`src/rtl/design_controller_01_pkg.sv`:
```
// rtl/design_controller_01_pkg.sv - shared state type, defaults and counter widths for design_controller_01
package design_controller_01_pkg;

  // Controller states; every 2-bit encoding is a named state.
  typedef enum logic [1:0] {
    IDLE = 2'd0,
    ARM  = 2'd1,
    RUN  = 2'd2,
    BAN  = 2'd3
  } dc01_state_t;

  // Default configuration values.
  localparam int SENSE_CYCLES_DEF   = 2;
  localparam int MAX_RUN_CYCLES_DEF = 16;

  // Counter widths: sense streak covers 1..15, run counter covers 2..255.
  localparam int SENSE_CNT_W = 4;
  localparam int RUN_CNT_W   = 8;

  // Saturating increment for the sense streak counter.
  function automatic logic [SENSE_CNT_W-1:0] sense_inc(input logic [SENSE_CNT_W-1:0] v);
    if (v == {SENSE_CNT_W{1'b1}}) begin
      return v;
    end
    return v + SENSE_CNT_W'(1);
  endfunction

  // Saturating increment for the run-length counter.
  function automatic logic [RUN_CNT_W-1:0] run_inc(input logic [RUN_CNT_W-1:0] v);
    if (v == {RUN_CNT_W{1'b1}}) begin
      return v;
    end
    return v + RUN_CNT_W'(1);
  endfunction

endpackage

```
`src/rtl/dc01_sync2.sv`:
```
// rtl/dc01_sync2.sv - two-flop synchronizer with synchronous active-high reset to 0
module dc01_sync2 (
  input  logic clock,
  input  logic reset,
  input  logic d,
  output logic q
);

  logic meta;

  // Two back-to-back flops; both clear to 0 on reset.
  always_ff @(posedge clock) begin
    if (reset) begin
      meta <= 1'b0;
      q    <= 1'b0;
    end else begin
      meta <= d;
      q    <= meta;
    end
  end

endmodule

```
`src/rtl/design_controller_01.sv`:
```
// rtl/design_controller_01.sv - motor start/run/lockout controller; DC01_INPUT_SYNC_EN adds 2-flop input synchronizers
module design_controller_01
  import design_controller_01_pkg::*;
#(
  parameter int SENSE_CYCLES   = SENSE_CYCLES_DEF,
  parameter int MAX_RUN_CYCLES = MAX_RUN_CYCLES_DEF
) (
  input  logic clock,
  input  logic reset,
  input  logic button,
  input  logic sense,
  output logic enable,
  output logic motor
);

  // Comparison points: last streak value before RUN, last run count before BAN.
  localparam logic [SENSE_CNT_W-1:0] SENSE_LAST = SENSE_CNT_W'(SENSE_CYCLES - 1);
  localparam logic [RUN_CNT_W-1:0]   RUN_LAST   = RUN_CNT_W'(MAX_RUN_CYCLES - 1);

  logic btn_f;
  logic sns_f;

  dc01_state_t             state;
  dc01_state_t             state_nx;
  logic [SENSE_CNT_W-1:0]  sense_cnt;
  logic [SENSE_CNT_W-1:0]  sense_cnt_nx;
  logic [RUN_CNT_W-1:0]    run_cnt;
  logic [RUN_CNT_W-1:0]    run_cnt_nx;

`ifdef DC01_INPUT_SYNC_EN
  dc01_sync2 u_sync_button (
    .clock (clock),
    .reset (reset),
    .d     (button),
    .q     (btn_f)
  );

  dc01_sync2 u_sync_sense (
    .clock (clock),
    .reset (reset),
    .d     (sense),
    .q     (sns_f)
  );
`else
  assign btn_f = button;
  assign sns_f = sense;
`endif

  // State and counter registers; reset forces IDLE with both counters cleared.
  always_ff @(posedge clock) begin
    if (reset) begin
      state     <= IDLE;
      sense_cnt <= '0;
      run_cnt   <= '0;
    end else begin
      state     <= state_nx;
      sense_cnt <= sense_cnt_nx;
      run_cnt   <= run_cnt_nx;
    end
  end

  // Next-state logic; counters default to 0 so every state entry starts them cleared.
  always_comb begin
    state_nx     = state;
    sense_cnt_nx = '0;
    run_cnt_nx   = '0;
    case (state)
      IDLE: begin
        if (btn_f) begin
          state_nx = ARM;
        end
      end
      ARM: begin
        if (!btn_f) begin
          state_nx = IDLE;
        end else if (sns_f) begin
          if (sense_cnt == SENSE_LAST) begin
            state_nx = RUN;
          end else begin
            sense_cnt_nx = sense_inc(sense_cnt);
          end
        end
      end
      RUN: begin
        if (!btn_f) begin
          state_nx = IDLE;
        end else if (run_cnt == RUN_LAST) begin
          state_nx = BAN;
        end else if (!sns_f) begin
          state_nx = ARM;
        end else begin
          run_cnt_nx = run_inc(run_cnt);
        end
      end
      BAN: begin
        if (!btn_f && !sns_f) begin
          state_nx = IDLE;
        end
      end
      default: begin
        state_nx = IDLE;
      end
    endcase
  end

  // Moore output decode from the state register only.
  always_comb begin
    enable = 1'b0;
    motor  = 1'b0;
    case (state)
      ARM: begin
        enable = 1'b1;
      end
      RUN: begin
        enable = 1'b1;
        motor  = 1'b1;
      end
      default: begin
      end
    endcase
  end

endmodule

```
`config.mk`:
```
export PLATFORM = sky130hd
export DESIGN_NAME = design_controller_01
export DESIGN_NICKNAME = d
export VERILOG_FILES = /design/src/rtl/design_controller_01_pkg.sv /design/src/rtl/dc01_sync2.sv /design/src/rtl/design_controller_01.sv
export SDC_FILE = /design/constraint.sdc
export NUM_CORES = 1
export LEC_CHECK = 0
export BUFFER_PORTS_ARGS = -buffer_cell sky130_fd_sc_hd__buf_2
export CORE_AREA = 2 2 40 42
export DETAILED_ROUTE_END_ITERATION = 6
export DIE_AREA = 0 0 42 44
export HOLD_SLACK_MARGIN = 0.03
export PLACE_DENSITY = 0.77
export SYNTH_ARGS = -nofsm -noshare
export SYNTH_HDL_FRONTEND = slang
export SYNTH_HIERARCHICAL = 1
export SYNTH_SLANG_ARGS = --single-unit
```
`constraint.sdc`:
```
create_clock -name clock -period 2.4 [get_ports clock]
set_clock_uncertainty 0.1 [all_clocks]
set_input_delay 0.36 -clock clock [delete_from_list [all_inputs] [get_ports clock]]
set_output_delay 0.36 -clock clock [all_outputs]
set_load 0.005 [all_outputs]
```
==> impl_metrics.toml, run 1 <==
[yosys]
syn_inst = 92
synth_common_cells = "nor2_1, dfxtp_1, ha_1"
synthTopCellsByArea = "dfxtp_1, ha_1, nor2_1, nor3_1, a211oi_1"
syn_nets = 104
ys_async_sr_fraction = 0
synth.most_common_cell = "nor2_1"
synth_top_cell_area_share = 0.353
yosysUniqueCellTypes = 28
synth_top_area_cell = "dfxtp_1"
avgSynthCellArea_um2 = 8.64
ys.warnings.count = 6
synth_ff_type = "dfxtp_1"
ys_seq_area_frac = 0.353
synth-edff-count = 0
syn_area_um2 = 795
synth-seq-cells = 14

[routing]
drtPass1Iterations = 4
drc = 0
via_count = 674
vias_per_cell = 5.91
avgRoutedWirePerCell_um = 11.8
final_antenna_net_count = 0
drtIter0Drc = 14
wl_um = 1350

[power_and_ir_drop]
vdd_ir_drop_max_uv = 340
p_switching_uw = 101
p_comb_frac = 0.115
power_frac_seq = 0.575
switching_share = 0.243
power.total_uw = 417
power.internal_uw = 316
power_leakage_uw = 0.000331
power_density_mw_per_mm2 = 491
pwr-share-clk = 0.310

[cts]
worstSkewPairLatency_ns = 0.28
path_clk_slew_ns = 0.08
cts_sinks = 14
cts_resized = 0
cts_max_level = 1
cts_tree = "built"
cts_buffers = 3
clockRootBuffer = "clkbuf_4"
clockBufferDepth = 2
post-cts-setup-buffer-count = 0
ctsHoldBuffers = 0

[timing]
period_minus_slack_ns = 1.68
fin_setup_tns_ns = 0
whs_ns = 0.165
fmax_ghz = 0.597
relSlewSlack = 0.779
hold_violations = 0
worst_pin_slew_ns = 0.330
setup_viol = 0
slew_violations = 0
finalCritPeriodShare = 0.698
rsz0062_at_grt = "no"

[place]
numPortBuffers = 5
dp_cells = 111
dpl.hpwl_um = 1050
gp_routability_congestion = 0.790

[floorplanning]
core_mm2 = 0.00142
initial_core_util = 0.560
rows = 14
die_w_um = 42
die_h_um = 44
die-area_mm2 = 0.00185
pin_count = 6

[critical_path]
crit_chain = "ha_1, and3_1, nand2_1, nand4_1, nor3_1"
critical-path-top-delay-family = "simple AND/OR/NAND/NOR gates"
crit_path_top_delay_cell = "dfxtp_1"
worstPathMaxFanout = 8
crit_arrival_ns = 1.77
worstSetupStartpointType = "flip-flop"
worst_ep_required_time_ns = 2.49
crit_buf_inv = 0
cp_slowest_stage_delay_ns = 0.35
crit_type = "reg -> reg"
end_kind = "flip-flop"

[min_path]
holdCritPathClass = "in -> reg"

[layout]
drive_above_1_share = 0.112
post-route-util = 0.599
seqCellArea_um2 = 280
nNetsFinal = 112
final_cells = 114
syn2layout_area_growth_pct = 6.93
fillers = 129
multi_input_comb_area_um2 = 483
antenna_cells = 0

[grt]
antenna_found_initial = 0
grt_usage = 0.179
grt_max_degree = 9
overflow = 0
grt_pass1_vias = 598
grt_pass1_wl_um = 2450

[flow_run]
maxCapViolCount = 0

[run_status]
status = "completed"
-- final cells by class --
| class | count | area share |
|---|---|---|
| repair buffers | 5 | 0.0295 |
| clock buffers | 3 | 0.0265 |
| multi-input cells | 71 | 0.568 |
| inverters | 5 | 0.0221 |
| flip-flops and latches | 14 | 0.330 |
| well taps | 16 | 0.0236 |
-- path summary, 6_finish.rpt --
kind,from,endpoint,slack [ns],depth (start not counted)
min reg2reg,run_cnt[2],run_cnt[2],0.46,2
max,run_cnt[0],run_cnt[3],0.72,5
min,reset,state[0],0.17,2
max reg2reg,run_cnt[0],run_cnt[3],0.72,5
-- layout by cell type (no fill, tap or decap) --
cell type	count
a32oi_1	1
buf_2	5
nor4_4	1
nor4b_1	1
nand2_1	7
nand3_1	4
o2111ai_1	1
dfxtp_1	14
and4bb_2	1
nor3b_1	1
a31oi_1	2
o21ai_0	1
inv_1	5
ha_1	8
a41o_1	1
a211oi_1	4
a31o_1	1
xor2_1	2
nor3_1	7
mux2i_1	1
a211oi_2	1
o221ai_1	1
xnor2_1	1
clkbuf_4	3
nor2_1	16
nor2b_1	1
nand4_1	4
and3_1	3
-- layer usage --
layer | share of wire | global-route usage | vias up
met5 | 0 | 0 | -
met4 | 0.013 | 0.123 | 0
met3 | 0.026 | 0.0500 | 2
met2 | 0.48 | 0.291 | 14
met1 | 0.48 | 0.205 | 313
li1 | - | - | 345
-- flip-flops by register name, indices dropped and copies added, names as in the netlist --
signal     count
run_cnt        8
sense_cnt      4
state          2
-- kinds of logic (layout without fill, tap and decap cells) --
kind of cell	after synthesis	after routing	share of synthesized area
AO/OA/AOI/OAI	13	13	0.132
XOR/XNOR	3	3	0.0331
adder cells (fa/ha/maj)	8	8	0.126
buffers and inverters	7	13	0.0394
flip-flops	14	14	0.353
multiplexers	1	1	0.0126
AND/OR/NAND/NOR	46	46	0.304
-- metrics by stage --
step                      area [µm²]  worst slack (ns)
final                            850             0.724
after detailed placement         827             0.734
after CTS                        850             0.700
after global placement           827             0.748
after global routing             850             0.541
after floorplan                  795             0.837
-- power by group through the flow --
stage / registers, µW / clock network, µW / logic [µW]
after global placement: 245 / 0 / 47.6
after global routing: 241 / 146 / 55.1
after floorplan: 245 / 0 / 33.9
after detailed placement: 246 / 0 / 48.1
after CTS: 240 / 135 / 48.4
final: 240 / 129 / 48.0
Note: power is estimated with default switching activity, not from simulation.
==> run 2, diff against run 1 <==
CORE_AREA = 2 2 41 43   (was 2 2 40 42)
DIE_AREA = 0 0 43 45   (was 0 0 42 44)
PLACE_DENSITY = 0.73   (was 0.77)
clock period = 1.68 ns   (was 2.4 ns; I/O delays follow)
==> run 2 against run 1 <==
  * Setup slack lost 0.66 ns
  * Critical endpoint is now state[1]
  * Cell count grew 3.5%
  * Routed wire length grew 4.6%
  * Register-to-register slack lost 0.66 ns
  * Clock power grew 50%
  * Worst hold slack lost 0.11 ns
  * Critical path type unchanged
  * Via count shrank 1.2%
==> impl_metrics.toml, run 2 (same netlist as run 1, synthesis figures left out) <==
[grt]
overflow = 0
antenna_found_initial = 0
grt_max_degree = 9
grt_pass1_wl_um = 2370
grt_pass1_vias = 573
grt_usage = 0.172

[layout]
largest-register = "run_cnt"
finalInstanceArea_um2 = 885
final_cell_mix = "nor2_1, dfxtp_1, nand2_1, nor3_1, ha_1"
syn2layout_area_growth_pct = 11.3
reg_top3 = "run_cnt (8), sense_cnt (4), state (2)"
drive_above_1_share = 0.176
antenna_cells = 0
largest_reg_flops = 8
nNetsFinal = 116
layout.cells.most_common = "nor2_1"
fillers = 136

[floorplanning]
die_h_um = 45
die_w_um = 43
initial_core_util = 0.540
die-area_mm2 = 0.00194
pin_count = 6
rows = 14
core_mm2 = 0.00147

[critical_path]
timing.rr.start = "run_cnt[1]"
worstSetupStartpointType = "flip-flop"
crit_arrival_ns = 1.70
crit_type = "reg -> reg"
reg2regPathDepth = 5
regToRegSetupSlack_ns = 0.06
end_kind = "flip-flop"
worst_ep_required_time_ns = 1.76
worstPathMaxFanout = 6
cp-endpoint = "state[1]"
crit_start = "run_cnt[1]"
r2r_end = "state[1]"

[cts]
path_clk_slew_ns = 0.08
ctsHoldBuffers = 0
post-cts-setup-buffer-count = 0
worstSkewPairLatency_ns = 0.28
cts_sinks = 14
cts_buffers = 3
cts_tree = "built"
cts_resized = 0
clockRootBuffer = "clkbuf_4"
clockBufferDepth = 2
cts_max_level = 1

[power_and_ir_drop]
vdd_ir_drop_max_uv = 412
power_density_mw_per_mm2 = 689
power_leakage_uw = 0.000348

[place]
dpl_cell_area_um2 = 857
dpl.hpwl_um = 1050
numPortBuffers = 5
gp_routability_congestion = 0.794

[routing]
drtPass1Iterations = 3
wl_um = 1410
vias_per_cell = 5.64
drtIter0Drc = 11
drc = 0
via_count = 666
final_antenna_net_count = 0
avgRoutedWirePerCell_um = 12.0

[timing]
slew_violations = 0
fmax_ghz = 0.618
period_minus_slack_ns = 1.62
finalCritPeriodShare = 0.963
worst_pin_slew_ns = 0.305
fin_setup_tns_ns = 0
setup_viol = 0
rsz0062_at_grt = "no"
hold_violations = 0
relSlewSlack = 0.796

[min_path]
holdCritPathClass = "in -> reg"

[flow_run]
maxCapViolCount = 0

[run_status]
status = "completed"
==> run 2: cell types whose count changed in the layout (fill, tap and decap cells not counted), sizes merged <==
| cell | change |
|---|---|
| buf | +4 |
==> run 2: layout make-up <==
cell class	count	area (µm²)	area share
clock buffer	3	22.5	0.0255
tap	16	20.0	0.0226
timing repair buffer	9	55.1	0.0622
multi-input combinational	71	487	0.550
sequential	14	282	0.318
inverter	5	18.8	0.0212
==> run 2: report_power, final <==
group	internal [µW]	total (µW)	switching, µW
sequential	338	342	4.65
combinational	32.2	73.7	41.5
clock	83.3	194	111
==> run 2: worst min path at each step <==
stage / slack (ns) / startpoint / cells past startpoint / end
2_1_floorplan: 0.22 / reset / 1 / state[0]
3_3_place_gp: 0.35 / reset / 2 / state[0]
3_5_place_dp: 0.36 / reset / 2 / state[0]
4_1_cts: 0.05 / reset / 2 / state[0]
5_1_grt: 0.04 / reset / 2 / state[0]
6_report: 0.05 / reset / 2 / state[0]
==> run 2: critical path: stages (launching register included) <==
cell and delay [ns]:
dfxtp_1 0.38, ha_2 0.22, and3_2 0.25, nand2_1 0.08, a41o_1 0.28, a31o_1 0.22
==> run 2: stage by stage <==
stage          hold WS (ns)  std cells  setup WS (ns)   util  total power [µW]
2_1_floorplan         0.217         92          0.117      -               398
5_1_grt              0.0399        118        0.00817  0.601               642
6_report             0.0518        118         0.0617  0.601               610
3_5_place_dp          0.356        115         0.0390  0.582               423
3_3_place_gp          0.349        115         0.0579  0.582               421
4_1_cts              0.0455        118         0.0289  0.598               617
==> run 2: routing by layer <==
metal  global-route usage  routed length (µm)  part of all wire
met5                    0                   0                 0
met4                0.145                  49             0.035
met3               0.0480                  32             0.023
met2                0.261                 620              0.44
met1                0.202                 709              0.50
==> run 3, diff against run 2 <==
ABC_AREA = 1   (was unset)
CORE_AREA = 2 2 42 44   (was 2 2 41 43)
DIE_AREA = 0 0 44 46   (was 0 0 43 45)
PLACE_DENSITY = 0.74   (was 0.73)
SLEW_MARGIN = 20   (was unset)
clock period = 1.8 ns   (was 1.68 ns; I/O delays follow)
==> run 3 against run 2 <==
  * Die area rose by 4.6%
  * Clock-buffer cell count did not move
  * Cell count rose by 18%
  * Routed wire length rose by 5.9%
  * Critical path depth fell by 2
  * Global-route usage rose by 0.57 points
  * Non-clock buffer count fell by 4
  * Sequential power rose by 3%
  * Register-to-register slack improved by 0.27 ns
  * Flip-flop and latch count did not move
  * Core utilization fell by 2.9 points
  * Sequential share of layout area fell by 1.5 points
==> impl_metrics.toml, run 3 <==
[layout]
layout.cells.most_common = "inv_1"
finalInstanceArea_um2 = 923
multi_input_comb_area_um2 = 495
antenna_cells = 0
largest_reg_flops = 8
seqCellArea_um2 = 280
drive_above_1_share = 0.156
syn2layout_area_growth_pct = 8.05
nNetsFinal = 136
post-route-util = 0.572
fillers = 151
largest-register = "run_cnt"
final_cell_mix = "inv_1, nand2_1, nor2_1, dfxtp_1, ha_1"
reg_top3 = "run_cnt (8), sense_cnt (4), state (2)"

[flow_run]
maxCapViolCount = 0

[run_status]
status = "completed"

[grt]
grt_pass1_vias = 660
antenna_found_initial = 0
grt_max_degree = 8
grt_usage = 0.178
grt_pass1_wl_um = 2620
overflow = 0

[cts]
post-cts-setup-buffer-count = 0
path_clk_slew_ns = 0.08
clockBufferDepth = 2
cts_max_level = 1
ctsHoldBuffers = 0
cts_buffers = 3
cts_resized = 0
cts_tree = "built"
clockRootBuffer = "clkbuf_4"
worstSkewPairLatency_ns = 0.28
cts_sinks = 14

[floorplanning]
die_h_um = 46
rows = 15
die-area_mm2 = 0.00202
pin_count = 6
core_mm2 = 0.00161
initial_core_util = 0.529
die_w_um = 44

[yosys]
yosysUniqueCellTypes = 24
ys_seq_area_frac = 0.328
synth_ff_type = "dfxtp_1"
synth_top_cell_area_share = 0.328
syn_inst = 114
synthTopCellsByArea = "dfxtp_1, ha_1, inv_1, nand2_1, nor2_1"
avgSynthCellArea_um2 = 7.50
synth_common_cells = "inv_1, nand2_1, dfxtp_1, nor2_1, ha_1"
synth.most_common_cell = "inv_1"
ys.warnings.count = 6
synth-edff-count = 0
synth-seq-cells = 14
ys_async_sr_fraction = 0
syn_nets = 126
syn_area_um2 = 855
synth_top_area_cell = "dfxtp_1"

[power_and_ir_drop]
power_frac_seq = 0.455
power_leakage_uw = 0.000433
power.internal_uw = 513
p_switching_uw = 259
vdd_ir_drop_max_uv = 594
power.total_uw = 772
power_density_mw_per_mm2 = 837
switching_share = 0.335
p_comb_frac = 0.321
pwr-share-clk = 0.224

[timing]
finalCritPeriodShare = 0.860
hold_violations = 0
relSlewSlack = 0.806
rsz0062_at_grt = "no"
setup_viol = 0
fin_setup_tns_ns = 0
fmax_ghz = 0.646
slew_violations = 0
worst_pin_slew_ns = 0.290
period_minus_slack_ns = 1.55

[place]
numPortBuffers = 5
dpl_cell_area_um2 = 901
dpl.hpwl_um = 1210
gp_routability_congestion = 0.812

[critical_path]
end_kind = "primary output"
worst_ep_required_time_ns = 1.43
crit_arrival_ns = 1.18
crit_start = "state[0]"
r2r_end = "run_cnt[3]"
timing.rr.start = "run_cnt[0]"
worstPathMaxFanout = 4
worstSetupStartpointType = "flip-flop"
cp-endpoint = "enable"
reg2regPathDepth = 7
regToRegSetupSlack_ns = 0.33
crit_type = "reg -> out"

[routing]
drtPass1Iterations = 4
final_antenna_net_count = 0
avgRoutedWirePerCell_um = 10.7
drtIter0Drc = 12
wl_um = 1490
drc = 0
vias_per_cell = 5.13
via_count = 713

[min_path]
holdCritPathClass = "in -> reg"
run 3: kinds of logic (layout without fill, tap and decap cells):
logic type,count (synthesis),after routing,synth area share
AND/OR/NAND/NOR,56,56,0.362
adder cells (fa/ha/maj),8,8,0.117
buffers and inverters,21,29,0.0922
flip-flops,14,14,0.328
AO/OA/AOI/OAI,15,15,0.101
run 3: layout make-up:
type | count | area share
timing repair buffer | 5 | 0.0271
tap | 17 | 0.0230
inverter | 21 | 0.0854
clock buffer | 3 | 0.0244
multi-input combinational | 79 | 0.537
sequential | 14 | 0.304
run 3: layer usage:
| metal | track usage | vias up | wire length (µm) |
|---|---|---|---|
| met5 | 0 | - | 0 |
| met4 | 0.109 | 0 | 41 |
| met3 | 0.0238 | 4 | 40 |
| met2 | 0.312 | 10 | 714 |
| met1 | 0.204 | 308 | 697 |
| li1 | - | 391 | - |
run 3: power groups by stage:
| stage | sequential (µW) | clock, µW | combinational (µW) |
|---|---|---|---|
| after floorplan | 355 | 0 | 187 |
| after global placement | 357 | 0 | 245 |
| after detailed placement | 359 | 0 | 250 |
| after CTS | 352 | 176 | 251 |
| after global routing | 356 | 188 | 288 |
| final | 352 | 173 | 248 |
run 3: worst min path at each step:
stage / start / to / slack (ns) / cells past startpoint
after floorplan: run_cnt[0] / run_cnt[0] / 0.35 / 1
after global placement: run_cnt[0] / run_cnt[0] / 0.37 / 1
after detailed placement: run_cnt[0] / run_cnt[0] / 0.38 / 1
after CTS: reset / state[1] / 0.19 / 4
after global routing: reset / state[1] / 0.20 / 4
final: reset / state[1] / 0.18 / 4
run 3: worst max-delay path, cell delays in order (launching register included):
cell and delay [ns]:
dfxtp_1 0.37, inv_1 0.10, ha_1 0.30, buf_2 0.13
run 3: through the flow:
step | cells | worst slack, ns | hold slack (ns)
final | 139 | 0.253 | 0.184
after global routing | 139 | 0.179 | 0.205
after CTS | 139 | 0.248 | 0.185
after detailed placement | 136 | 0.338 | 0.377
after global placement | 136 | 0.356 | 0.369
after floorplan | 114 | 0.467 | 0.347
